--- src/rtl/spi_master_param.sv ---
// spi_master_param: parametrised full-duplex SPI master with runtime CPOL/CPHA,
// selectable bit order, indexed chip selects and a start/busy/done handshake.
// spi_clk is an ordinary registered output; everything runs on clk.
module spi_master_param #(
    parameter int DATA_W      = 8,
    parameter int HALF_PERIOD = 2,
    parameter int NUM_CS      = 1,
    parameter int CS_W        = (NUM_CS > 1) ? $clog2(NUM_CS) : 1
) (
    input  logic              clk,
    input  logic              reset,
    input  logic              start,
    input  logic              cpol,
    input  logic              cpha,
    input  logic              lsb_first,
    input  logic [CS_W-1:0]   cs_sel,
    input  logic [DATA_W-1:0] tx_data,
    output logic [DATA_W-1:0] rx_data,
    output logic              busy,
    output logic              done,
    output logic              spi_clk,
    output logic [NUM_CS-1:0] cs_n,
    output logic              mosi,
    input  logic              miso
);

    localparam int CNT_W  = (HALF_PERIOD > 1) ? $clog2(HALF_PERIOD) : 1;
    localparam int EDGE_W = $clog2(2 * DATA_W + 1);

    typedef enum logic [2:0] {IDLE, LEAD, SHIFT, TRAIL, GAP} state_t;

    state_t             state;
    state_t             state_nxt;
    logic [CNT_W-1:0]   cnt;          // clk cycles within the current half period
    logic [EDGE_W-1:0]  edge_cnt;     // spi_clk edges already produced
    logic               sample;       // high in a cycle whose end captures miso
    logic               cpha_q;
    logic               lsb_q;
    logic [DATA_W-1:0]  tx_sh;        // bits still to be presented, next one at the front
    logic [DATA_W-1:0]  rx_sh;

    logic               accept;
    logic               tick;
    logic               do_edge;
    logic               lead_edge;
    logic               last_edge;
    logic               adv_mosi;
    logic               take_sample;

    // Bit at the front of a word for the chosen order.
    function automatic logic first_bit(input logic [DATA_W-1:0] w, input logic lsb);
        return lsb ? w[0] : w[DATA_W-1];
    endfunction

    // Drop the front bit so the following bit moves to the front.
    function automatic logic [DATA_W-1:0] shift_word(input logic [DATA_W-1:0] w, input logic lsb);
        return lsb ? (w >> 1) : (w << 1);
    endfunction

    // Insert a received bit; LSB-first data enters at the top so the
    // first received bit ends at bit 0 and the word keeps natural order.
    function automatic logic [DATA_W-1:0] shift_in(input logic [DATA_W-1:0] w, input logic b,
                                                    input logic lsb);
        return lsb ? {b, w[DATA_W-1:1]} : {w[DATA_W-2:0], b};
    endfunction

    // One-hot-low chip select; an index with no matching line selects nothing.
    function automatic logic [NUM_CS-1:0] cs_decode(input logic [CS_W-1:0] sel);
        logic [NUM_CS-1:0] v;
        v = '1;
        for (int j = 0; j < NUM_CS; j++) begin
            if (sel == CS_W'(j)) v[j] = 1'b0;
        end
        return v;
    endfunction

    assign busy        = (state != IDLE);
    assign accept      = start && (state == IDLE);
    assign tick        = (state != IDLE) && (cnt == CNT_W'(HALF_PERIOD - 1));
    assign do_edge     = tick && ((state == LEAD) || (state == SHIFT));
    // Edge number edge_cnt+1 is about to be produced; odd numbers are leading.
    assign lead_edge   = ~edge_cnt[0];
    assign last_edge   = (edge_cnt == EDGE_W'(2 * DATA_W - 1));
    // cpha=1 presents on leading edges; cpha=0 advances on trailing edges
    // except the final one, since its first bit went out at accept.
    assign adv_mosi    = cpha_q ? lead_edge : (~lead_edge && ~last_edge);
    assign take_sample = cpha_q ? ~lead_edge : lead_edge;

    // State register.
    always_ff @(posedge clk) begin
        if (reset) state <= IDLE;
        else       state <= state_nxt;
    end

    // Next-state logic; every state after IDLE lasts whole half periods.
    always_comb begin
        state_nxt = state;
        case (state)
            IDLE:    if (accept)             state_nxt = LEAD;
            LEAD:    if (tick)               state_nxt = SHIFT;
            SHIFT:   if (tick && last_edge)  state_nxt = TRAIL;
            TRAIL:   if (tick)               state_nxt = GAP;
            GAP:     if (tick)               state_nxt = IDLE;
            default:                         state_nxt = IDLE;
        endcase
    end

    // Pacing counters, serial clock, chip selects, mosi and the done handshake.
    always_ff @(posedge clk) begin
        if (reset) begin
            cnt      <= '0;
            edge_cnt <= '0;
            sample   <= 1'b0;
            spi_clk  <= 1'b0;
            cs_n     <= '1;
            mosi     <= 1'b0;
            done     <= 1'b0;
            rx_data  <= '0;
        end else begin
            done   <= 1'b0;
            sample <= 1'b0;
            if (accept || tick) cnt <= '0;
            else if (busy)      cnt <= cnt + 1'b1;
            if (state == IDLE) begin
                spi_clk <= cpol;
                if (accept) begin
                    edge_cnt <= '0;
                    cs_n     <= cs_decode(cs_sel);
                    if (!cpha) mosi <= first_bit(tx_data, lsb_first);
                end
            end
            if (do_edge) begin
                spi_clk  <= ~spi_clk;
                edge_cnt <= edge_cnt + 1'b1;
                sample   <= take_sample;
                if (adv_mosi) mosi <= first_bit(tx_sh, lsb_q);
            end
            if (tick && (state == TRAIL)) cs_n <= '1;
            if (tick && (state == GAP)) begin
                done    <= 1'b1;
                rx_data <= rx_sh;
            end
        end
    end

    // Transfer settings and shift registers, captured at accept and walked per edge.
    always_ff @(posedge clk) begin
        if (accept) begin
            cpha_q <= cpha;
            lsb_q  <= lsb_first;
            tx_sh  <= cpha ? tx_data : shift_word(tx_data, lsb_first);
        end else if (do_edge && adv_mosi) begin
            tx_sh  <= shift_word(tx_sh, lsb_q);
        end
        if (sample) rx_sh <= shift_in(rx_sh, miso, lsb_q);
    end

endmodule
--- config.mk ---
export PLATFORM = sky130hd
export DESIGN_NAME = spi_master_param
export DESIGN_NICKNAME = d
export VERILOG_FILES = /design/src/rtl/spi_master_param.sv
export SDC_FILE = /design/constraint.sdc
export NUM_CORES = 1
export LEC_CHECK = 0
export CAP_MARGIN = 20
export CORE_MARGIN = 4
export CORE_UTILIZATION = 53
export DETAILED_ROUTE_END_ITERATION = 12
export GPL_TIMING_DRIVEN = 0
export PLACE_DENSITY = 0.9
export SYNTH_ARGS = -nofsm -noshare
export SYNTH_HDL_FRONTEND = slang
export SYNTH_SLANG_ARGS = --single-unit
--- constraint.sdc ---
create_clock -name clk -period 2.3 [get_ports clk]
set_input_delay 0.46 -clock clk [delete_from_list [all_inputs] [get_ports clk]]
set_output_delay 0.46 -clock clk [all_outputs]
set_load 0.01 [all_outputs]
== Word level (Yosys, flattened, before mapping) ==
Cells that the tools add are included.

* Flip-flop bits (word level): 40
* Input bits: 16
* Output and inout port bits: 13
* Word-level logic and storage cells: 78

* Add/subtract/negate cells: 2
* Equality and inequality tests: 10
* Multiplexer cells: 28
* Bitwise gates (word level): 4
* Reduce and logical (&&, ||, !) cells: 21

{| class="wikitable"
|+ Operators with widths
! operator !! number
|-
| two-way mux 8 bit || 6
|-
| two-way mux 3 bit || 5
|-
| two-way mux 5 bit || 3
|-
| case mux 3 bit (5 select lines) || 1
|-
| two-way mux 1 bit || 13
|-
| logical AND 1 bit || 8
|-
| != test 2 bit (second input constant) || 4
|-
| equality test 3 x 2 -> 1 bit (second input constant) || 2
|-
| nonzero test 2 bit || 3
|-
| OR reduction 2 bit || 3
|-
| adder 5 x 1 -> 5 bit (second input constant) || 1
|-
| equality test 5 x 4 -> 1 bit (second input constant) || 1
|-
| AND reduction 5 bit || 1
|-
| NOT 1 bit || 4
|-
| AND reduction 2 bit || 2
|-
| equality test 3 x 1 -> 1 bit (second input constant) || 1
|-
| equality test 3 bit (second input constant) || 1
|-
| logical NOT 3 bit || 1
|-
| nonzero test 3 bit || 1
|-
| logical OR 1 bit || 2
|-
| != test 2 x 1 -> 1 bit (second input constant) || 1
|-
| adder 1 bit (second input constant) || 1
|}

== Depth between registers and ports, before layout ==
Gate-level depths: netlist of run 1.

* Depth in word-level cells: 7
* Mapped depth: 6
* Depth with buffers taken out: 6

== Worst setup path after synthesis of run 1 ==
Ideal clock, no wire load.

* Path kind: in2reg
* From: in start
* To: reg tx_sh[0] (enable)
* Setup time: 0.329 ns
* Arrival: 1.639 ns
* Required time: 1.971 ns
* Setup slack: 0.332 ns
* Stages on the path: 5
* Path through: buf_2 or4b_1 clkbuf_1 buf_2 nand2_1

* Cells in the longest elaborated chain, start to end: 2

{| class="wikitable"
|+ RTL lines
! element !! RTL line !! source
|-
| start: declaration || 12 || <nowiki>input logic start,</nowiki>
|-
| logical AND 1 bit || 78 || <nowiki>assign accept = start && (state == IDLE);</nowiki>
|-
| nonzero test 2 bit (no source line) || - ||
|-
| end signal: assignment || 151 || <nowiki>tx_sh <= cpha ? tx_data : shift_word(tx_data, lsb_first);</nowiki>
|-
| end signal: assignment || 153 || <nowiki>tx_sh <= shift_word(tx_sh, lsb_q);</nowiki>
|-
| end: declaration || 39 || <nowiki>logic [DATA_W-1:0] tx_sh;</nowiki>
|}

No other way between the ends.
A chain may end at the register's enable or synchronous reset.

== Final worst setup path of run 1 ==
* From: reg state[1]
* To: out busy

* Cells in the longest elaborated chain, start to end: 1

{| class="wikitable"
|+ RTL lines
! element !! RTL line !! source
|-
| start: declaration || 32 || <nowiki>state_t state;</nowiki>
|-
| start signal: assignment || 92 || <nowiki>else state <= state_nxt;</nowiki>
|-
| nonzero test 3 bit || 77 || <nowiki>assign busy = (state != IDLE);</nowiki>
|-
| end: declaration || 19 || <nowiki>output logic busy,</nowiki>
|}

No other way between the ends.

==> Implementation_results.wiki, run 1 <==
{| class="wikitable"
! Metric !! Value
|-
| Gate Count Post-Synth || 193
|-
| CTS tree || done
|-
| Placed Area || 2320 um^2
|-
| Nets in the synthesized netlist || 211
|-
| Worst setup skew after layout || 0.00409 ns
|-
| Count of buffers added by post-CTS timing repair for setup || 0
|-
| Time the worst path needs with I/O delays and setup || 2.18 ns
|-
| Via-to-Cell Ratio || 5.79
|-
| Endpoints failing hold || 0
|-
| Share of final-layout standard cells stronger than drive strength 1 || 0.110
|-
| Post-synthesis cell type with the largest combined area || sky130_fd_sc_hd__edfxtp_1
|-
| Worst Hold Margin || 0.456 ns
|-
| Setup Total Neg Slack || 0 ns
|-
| Actual slew at the worst max-slew pin || 0.655 ns
|-
| Layout net count || 245
|-
| Boundary Pins || 29
|-
| Length of routed met3 wiring || 265 um
|-
| Maximum number of pins on one net before global-route repair || 15
|-
| CP arrival || 1.72 ns
|-
| Clock latency at the later pin of the worst-skew pair || 0.30 ns
|-
| Via count of the first global-routing pass || 1,441
|-
| Proportion of netlist area held by the largest area contributor || 0.272
|-
| Number of routed nets with antenna violations || 0
|-
| Share of synthesized area occupied by flip-flops and latches || 0.493
|-
| Violation count after the first detailed-route iteration || 77
|-
| DRC violation count after routing || 0
|-
| Number of standard-cell rows in the floorplan || 21
|-
| Sum of routed wire segments on met1 || 1680 um
|-
| Synthesized flop and latch total || 40
|-
| Worst min path class || flop to flop
|-
| HPWL after detailed placement || 2940 um
|-
| Antenna violations before repair || 0
|-
| Peak supply drop || 0.422 mV
|-
| Type of the setup path with the least slack || flop to output pin
|-
| Met2 routed WL || 2050 um
|-
| Setup repair after global routing missed its margin || no
|-
| Overflow after GRT || 0
|-
| Worst-path clk slew || 0.08 ns
|-
| Leakage || 0.870 nW
|-
| Rel. slew slack || 0.562
|-
| EDFF count, synth || 18
|-
| Area of all placed cells without fillers || 2440 um^2
|-
| CTS H-tree lvls || 2
|-
| Startpoint class of the critical path || flop
|-
| Highest routing layer actually used || met4
|-
| Area of the mapped netlist || 1990 um^2
|-
| Final number of max-transition violations || 0
|-
| Die height || 69.2 um
|-
| Initial core utilization || 0.573
|-
| Top achievable clock speed || 0.459 GHz
|-
| Number of unique standard cell types used by synthesis || 42
|-
| Drt first pass iters || 4
|-
| Antenna diode instance count || 0
|-
| Core Box Area || 3470 um^2
|-
| Crit Path Max Fanout || 10
|-
| Die width || 69.2 um
|-
| CTS hold repair buffers || 0
|-
| Count of endpoints failing setup in the final report || 0
|-
| Endpoint required time on the critical path || 1.84 ns
|-
| Post-synthesis average cell area || 10.3 um^2
|-
| Maximum number of buffers from clock root to sink || 2
|-
| Fraction of the cycle the final worst path needs || 0.948
|-
| DP Cell Count || 266
|-
| Buffers added on ports || 27
|-
| Final core occ || 0.705
|-
| Count of warnings emitted by yosys || 0
|-
| Wire length of the first global-routing pass || 6720 um
|-
| Number of inserted filler cells in the final layout || 273
|-
| Element type at the critical path end || output pin
|-
| Clock Tree Root || sky130_fd_sc_hd__clkbuf_8
|-
| Detailed-route wire length || 4060 um
|-
| Power density over the cells || 650 nW/um^2
|-
| Outcome || complete, no violations
|-
| GPL Wtd Cong || 0.791
|-
| Die area || 4790 um^2
|-
| Routed vias || 1,587
|-
| Final standard cell count with taps included and fillers excluded || 274
|-
| Synth area leaders || sky130_fd_sc_hd__edfxtp_1 (27%), sky130_fd_sc_hd__dfxtp_1 (22%), sky130_fd_sc_hd__mux2i_1 (7.0%), sky130_fd_sc_hd__a21oi_1 (5.3%), sky130_fd_sc_hd__nand2_1 (4.7%)
|-
| GRT Util Overall || 0.176
|-
| TritonCTS Buffers || 5
|-
| Async set or reset register ratio after synthesis || 0
|-
| Routed wire per std cell || 14.8 um
|-
| Main flop type after synthesis || sky130_fd_sc_hd__dfxtp_1
|-
| Signed area change from the synthesized netlist to the final layout || 23.0%
|-
| Max-capacitance violation count || 0
|-
| # clock sinks || 40
|}
==> power breakdown <==
| group | internal [W] | total, W | switching, W |
|---|---|---|---|
| clock network | 0.000283 | 0.000545 | 0.000262 |
| logic | 0.000110 | 0.000242 | 0.000132 |
| registers | 0.000783 | 0.000801 | 0.0000178 |
==> cell usage after synthesis, types with 5 or more instances <==
cell	instances
sky130_fd_sc_hd__clkbuf_1	13
sky130_fd_sc_hd__mux2_2	8
sky130_fd_sc_hd__mux2i_1	14
sky130_fd_sc_hd__o211ai_1	5
sky130_fd_sc_hd__dfxtp_1	22
sky130_fd_sc_hd__nand2_1	25
sky130_fd_sc_hd__o2111a_1	7
sky130_fd_sc_hd__a21oi_1	21
sky130_fd_sc_hd__edfxtp_1	18
==> flip-flops by register name, indices dropped and copies added, names as in the netlist <==
signal / cells
rx_data: 8
rx_sh: 8
tx_sh: 8
edge_cnt: 5
state: 3
cnt: 1
cpha_q: 1
cs_n: 1
done: 1
lsb_q: 1
mosi: 1
sample: 1
spi_clk: 1
==> worst max-delay path, cell delays in order (launching register included) <==
cell	delay, ns
sky130_fd_sc_hd__dfxtp_1	0.32
sky130_fd_sc_hd__buf_2	0.19
sky130_fd_sc_hd__nor3_4	0.23
sky130_fd_sc_hd__buf_6	0.17
sky130_fd_sc_hd__inv_1	0.04
sky130_fd_sc_hd__clkdlybuf4s50_1	0.47
==> kinds of logic after synthesis <==
kind of cell / count (synthesis) / share of synthesized area
buf+inv: 23 / 0.0497
xor+xnor: 4 / 0.0176
compound gates: 45 / 0.154
mux: 22 / 0.116
simple gates: 57 / 0.157
fa+ha+maj: 2 / 0.0126
flops: 40 / 0.493
==> routing by layer <==
layer / up-vias / track usage
met5: - / 0
li1: 784 / -
met4: 0 / 0.0738
met2: 50 / 0.293
met1: 746 / 0.211
met3: 7 / 0.0507
==> path summary, 6_finish.rpt <==
kind	from	end	slack (ns)	cells past startpoint
hold / removal	rx_data[5]$_SDFFE_PP0P_	rx_data[5]$_SDFFE_PP0P_	0.46	2
setup / recovery	state[1]$_SDFFE_PP0P_	busy	0.12	5
hold reg to reg	rx_data[5]$_SDFFE_PP0P_	rx_data[5]$_SDFFE_PP0P_	0.46	2
setup reg to reg	edge_cnt[0]$_SDFFE_PP0P_	tx_sh[1]$_DFFE_PP_	0.19	6
==> cell usage in the layout, fill, tap and decap left out, drive strengths merged, types with 2 or more instances in the layout <==
master and instances:
clkdlybuf4s50 27, nand2 25, dfxtp 22, a21oi 21, edfxtp 18, clkbuf 18, mux2i 14, mux2 8
o2111a 7, buf 7, o211ai 5, inv 5, nand3 4, o21ai 4, or3 4, nor2b 3
xor2 3, a311oi 3, nor2 2, nand3b 2, a31oi 2, nand4b 2, ha 2, nor3 2
or4b 2
==> timing repair <==
action                                  4_1_cts  5_1_grt
endpoints found under the setup margin        1        1
pin swaps                                     0        0
resized for setup                             3        3
==> metrics by stage <==
| stage | total power [W] | setup slack, ns |
|---|---|---|
| 4_1_cts | 0.00159 | 0.0301 |
| 5_1_grt | 0.00166 | 0.0329 |
| 6_report | 0.00159 | 0.120 |
| 2_1_floorplan | 0.000966 | 0.332 |
| 3_5_place_dp | 0.00105 | 0.0779 |
| 3_3_place_gp | 0.00104 | 0.0850 |
==> area by class of cell <==
class                      instances  area, um^2  area share
buffer                            19        91.3      0.0374
clock buffer                       6        93.8      0.0384
clock inverter                     2        16.3     0.00665
inverter                           4        15.0     0.00614
multi-input combinational        130         920       0.376
sequential                        40         981       0.401
tap                               46        57.6      0.0235
timing repair buffer              27         270       0.111
No activity file was read; power rests on OpenSTA's default activity.
==> run 2, diff against run 1 <==
--- a/config.mk
+++ b/config.mk
@@ -6,7 +6,6 @@
 export NUM_CORES = 1
 export LEC_CHECK = 0
 export CAP_MARGIN = 20
-export CORE_MARGIN = 4
 export CORE_UTILIZATION = 53
 export DETAILED_ROUTE_END_ITERATION = 12
 export GPL_TIMING_DRIVEN = 0
==> run 2 against run 1 <==
Compared with the run above: core utilization down 0.87 points; design area down 1.2%; combinational power down 2%; sequential power about the same; worst hold slack about the same; worst setup slack worse by 0.0059 ns.
==> Implementation_results.wiki, run 2 (synthesis gave the netlist of run 1 again) <==
{| class="wikitable"
! Metric !! Value
|-
| Hold Path Sink || rx_data[6]$_SDFFE_PP0P_
|-
| DRC violation count after routing || 0 (unchanged)
|-
| # clock sinks || 40 (unchanged)
|-
| Boundary Pins || 29 (unchanged)
|-
| Routed wire per std cell || 14.5 um (-2.1%)
|-
| Peak supply drop || 0.360 mV (-15%)
|-
| Worst-path clk slew || 0.08 ns (about the same)
|-
| Area used by multi-input combinational logic || 916 um^2 (-0.41%)
|-
| Leading cell types in the layout, fill and taps excluded || sky130_fd_sc_hd__clkdlybuf4s50_1 (27), sky130_fd_sc_hd__nand2_1 (24), sky130_fd_sc_hd__dfxtp_1 (22), sky130_fd_sc_hd__a21oi_1 (21), sky130_fd_sc_hd__edfxtp_1 (18)
|-
| Wire length of the first global-routing pass || 6690 um (-0.51%)
|-
| Placed Area || 2320 um^2 (unchanged)
|-
| Detailed-route wire length || 3970 um (-2.1%)
|-
| Worst r2r src || edge_cnt[0]$_SDFFE_PP0P_
|-
| CTS hold repair buffers || 0 (unchanged)
|-
| Violation count after the first detailed-route iteration || 99 (+29%)
|-
| Maximum number of pins on one net before global-route repair || 14 (-1)
|-
| Type of the setup path with the least slack || flop to output pin
|-
| GPL Wtd Cong || 0.820 (+3.7%)
|-
| Largest registers ranked by flip-flop count || rx_data (8), rx_sh (8), tx_sh (8)
|-
| Worst-case register-to-register setup slack || 0.26 ns (+0.07 ns)
|-
| CP arrival || 1.73 ns (about the same)
|-
| Count of endpoints failing setup in the final report || 0 (unchanged)
|-
| Worst-path cell chain || buf_2 -> nor3_2 -> buf_4 -> inv_1 -> clkdlybuf4s50_1
|-
| Routed vias || 1,591 (+0.25%)
|-
| Endpoints failing hold || 0 (unchanged)
|-
| Actual slew at the worst max-slew pin || 0.656 ns (+0.00130 ns)
|-
| Max-capacitance violation count || 0 (unchanged)
|-
| Drt first pass iters || 4 (unchanged)
|-
| Overflow after GRT || 0 (unchanged)
|-
| Endpoint required time on the critical path || 1.84 ns (about the same)
|-
| Setup repair after global routing missed its margin || no
|-
| Critical Path Slowest Stage Cell || sky130_fd_sc_hd__clkdlybuf4s50_1
|-
| CTS tree || done
|-
| Time the worst path needs with I/O delays and setup || 2.19 ns (+0.00594 ns)
|-
| Via-to-Cell Ratio || 5.81 (+0.25%)
|-
| Worst R2R Path Depth || 6 (unchanged)
|-
| Share of final-layout standard cells stronger than drive strength 1 || 0.114 (+0.00439)
|-
| Final number of max-transition violations || 0 (unchanged)
|-
| Layout net count || 245 (unchanged)
|-
| Commonest non-fill, non-tap cell in the layout || sky130_fd_sc_hd__clkdlybuf4s50_1
|-
| TritonCTS Buffers || 5 (unchanged)
|-
| Die height || 63.2 um (-8.7%)
|-
| Top achievable clock speed || 0.457 GHz (-0.27%)
|-
| Setup Total Neg Slack || 0 ns (unchanged)
|-
| Clock Tree Root || sky130_fd_sc_hd__clkbuf_8
|-
| Antenna diode instance count || 0 (unchanged)
|-
| Clock latency at the later pin of the worst-skew pair || 0.30 ns (about the same)
|-
| Startpoint of the tightest hold check path || rx_data[6]$_SDFFE_PP0P_
|-
| Maximum number of buffers from clock root to sink || 2 (unchanged)
|-
| Worst R2R End || tx_sh[4]$_DFFE_PP_
|-
| Number of standard-cell rows in the floorplan || 21 (unchanged)
|-
| Area taken by flip-flops and latches || 981 um^2 (unchanged)
|-
| Initial core utilization || 0.573 (unchanged)
|-
| Area of all placed cells without fillers || 2410 um^2 (-1.2%)
|-
| Crit Path Max Fanout || 10 (unchanged)
|-
| GRT Util Overall || 0.221 (+0.0456)
|-
| Worst min path class || flop to flop
|-
| Via count of the first global-routing pass || 1,489 (+3.3%)
|-
| Fraction of the cycle the final worst path needs || 0.951 (+0.00258)
|-
| Leakage || 0.862 nW (-0.90%)
|-
| Core Box Area || 3470 um^2 (unchanged)
|-
| Worst setup skew after layout || 0.00373 ns (-0.000364 ns)
|-
| HPWL after detailed placement || 2920 um (-0.46%)
|-
| Power density over the cells || 622 nW/um^2 (-4.3%)
|-
| Element type at the critical path end || output pin
|-
| Die width || 63.2 um (-8.7%)
|-
| Die area || 4000 um^2 (-17%)
|-
| Number of routed nets with antenna violations || 0 (unchanged)
|-
| Buffers added on ports || 27 (unchanged)
|-
| Antenna violations before repair || 0 (unchanged)
|-
| Signed area change from the synthesized netlist to the final layout || 21.5%
|-
| Longest individual stage delay on the worst path || 0.47 ns (about the same)
|-
| Number of inserted filler cells in the final layout || 284 (+4.0%)
|-
| Outcome || complete, no violations
|-
| CTS H-tree lvls || 2 (unchanged)
|-
| Startpoint class of the critical path || flop
|-
| Rel. slew slack || 0.559 (-0.00253)
|-
| Number of cells traversed by the worst hold path || 2 (unchanged)
|}
## run 2: final cells by class
class,count,area share
Buffer,19,0.0363
Inverter,4,0.00622
Multi-Input combinational cell,130,0.379
Clock inverter,3,0.00777
Timing Repair Buffer,27,0.112
Sequential cell,40,0.406
Tap cell,46,0.0238
Clock buffer,5,0.0285
## run 2: metrics by stage
stage	total power [W]	setup slack (ns)	cells	utilization	hold WS, ns
CTS	0.00151	0.0645	274	0.696	0.457
global route	0.00158	0.0237	274	0.696	0.478
global placement	0.00104	0.0834	266	0.668	0.442
detailed placement	0.00105	0.0535	266	0.668	0.446
floorplan	0.000966	0.332	193	-	0.464
finish	0.00150	0.114	274	0.696	0.456
## run 2: timing repair
action | 4_1_cts | 5_1_grt
gates resized for setup | 3 | 2
cloned | 0 | 0
setup endpoints to repair | 1 | 9
buffers inserted | 0 | 0
## run 2: metal layers
metal | routed length, um | track usage
met5 | 0 | 0
met2 | 1980 | 0.379
met4 | 109 | 0.114
met1 | 1680 | 0.258
met3 | 199 | 0.0489
## run 2: worst max-delay path: cells and delay by family (launching register included)
family | cells | cell delay, ns
buffers and inverters | 4 | 0.90
flip-flops | 1 | 0.31
AND/OR/NAND/NOR | 1 | 0.22
## run 2: power breakdown
group	internal (W)	switching, W	leakage, nW
Sequential	0.000783	0.0000178	0.346
Clock	0.000211	0.000251	0.0479
Combinational	0.000108	0.000130	0.468
Total	0.00110	0.000399	0.862
## run 2: how the worst max path moves through the flow
stage / start / end / slack (ns)
floorplan: start / tx_sh[0]$_DFFE_PP_ / 0.33
global placement: start / tx_sh[1]$_DFFE_PP_ / 0.08
finish: state[1]$_SDFFE_PP0P_ / busy / 0.11
CTS: state[1]$_SDFFE_PP0P_ / busy / 0.06
detailed placement: cpha / tx_sh[7]$_DFFE_PP_ / 0.05
global route: state[1]$_SDFFE_PP0P_ / busy / 0.02
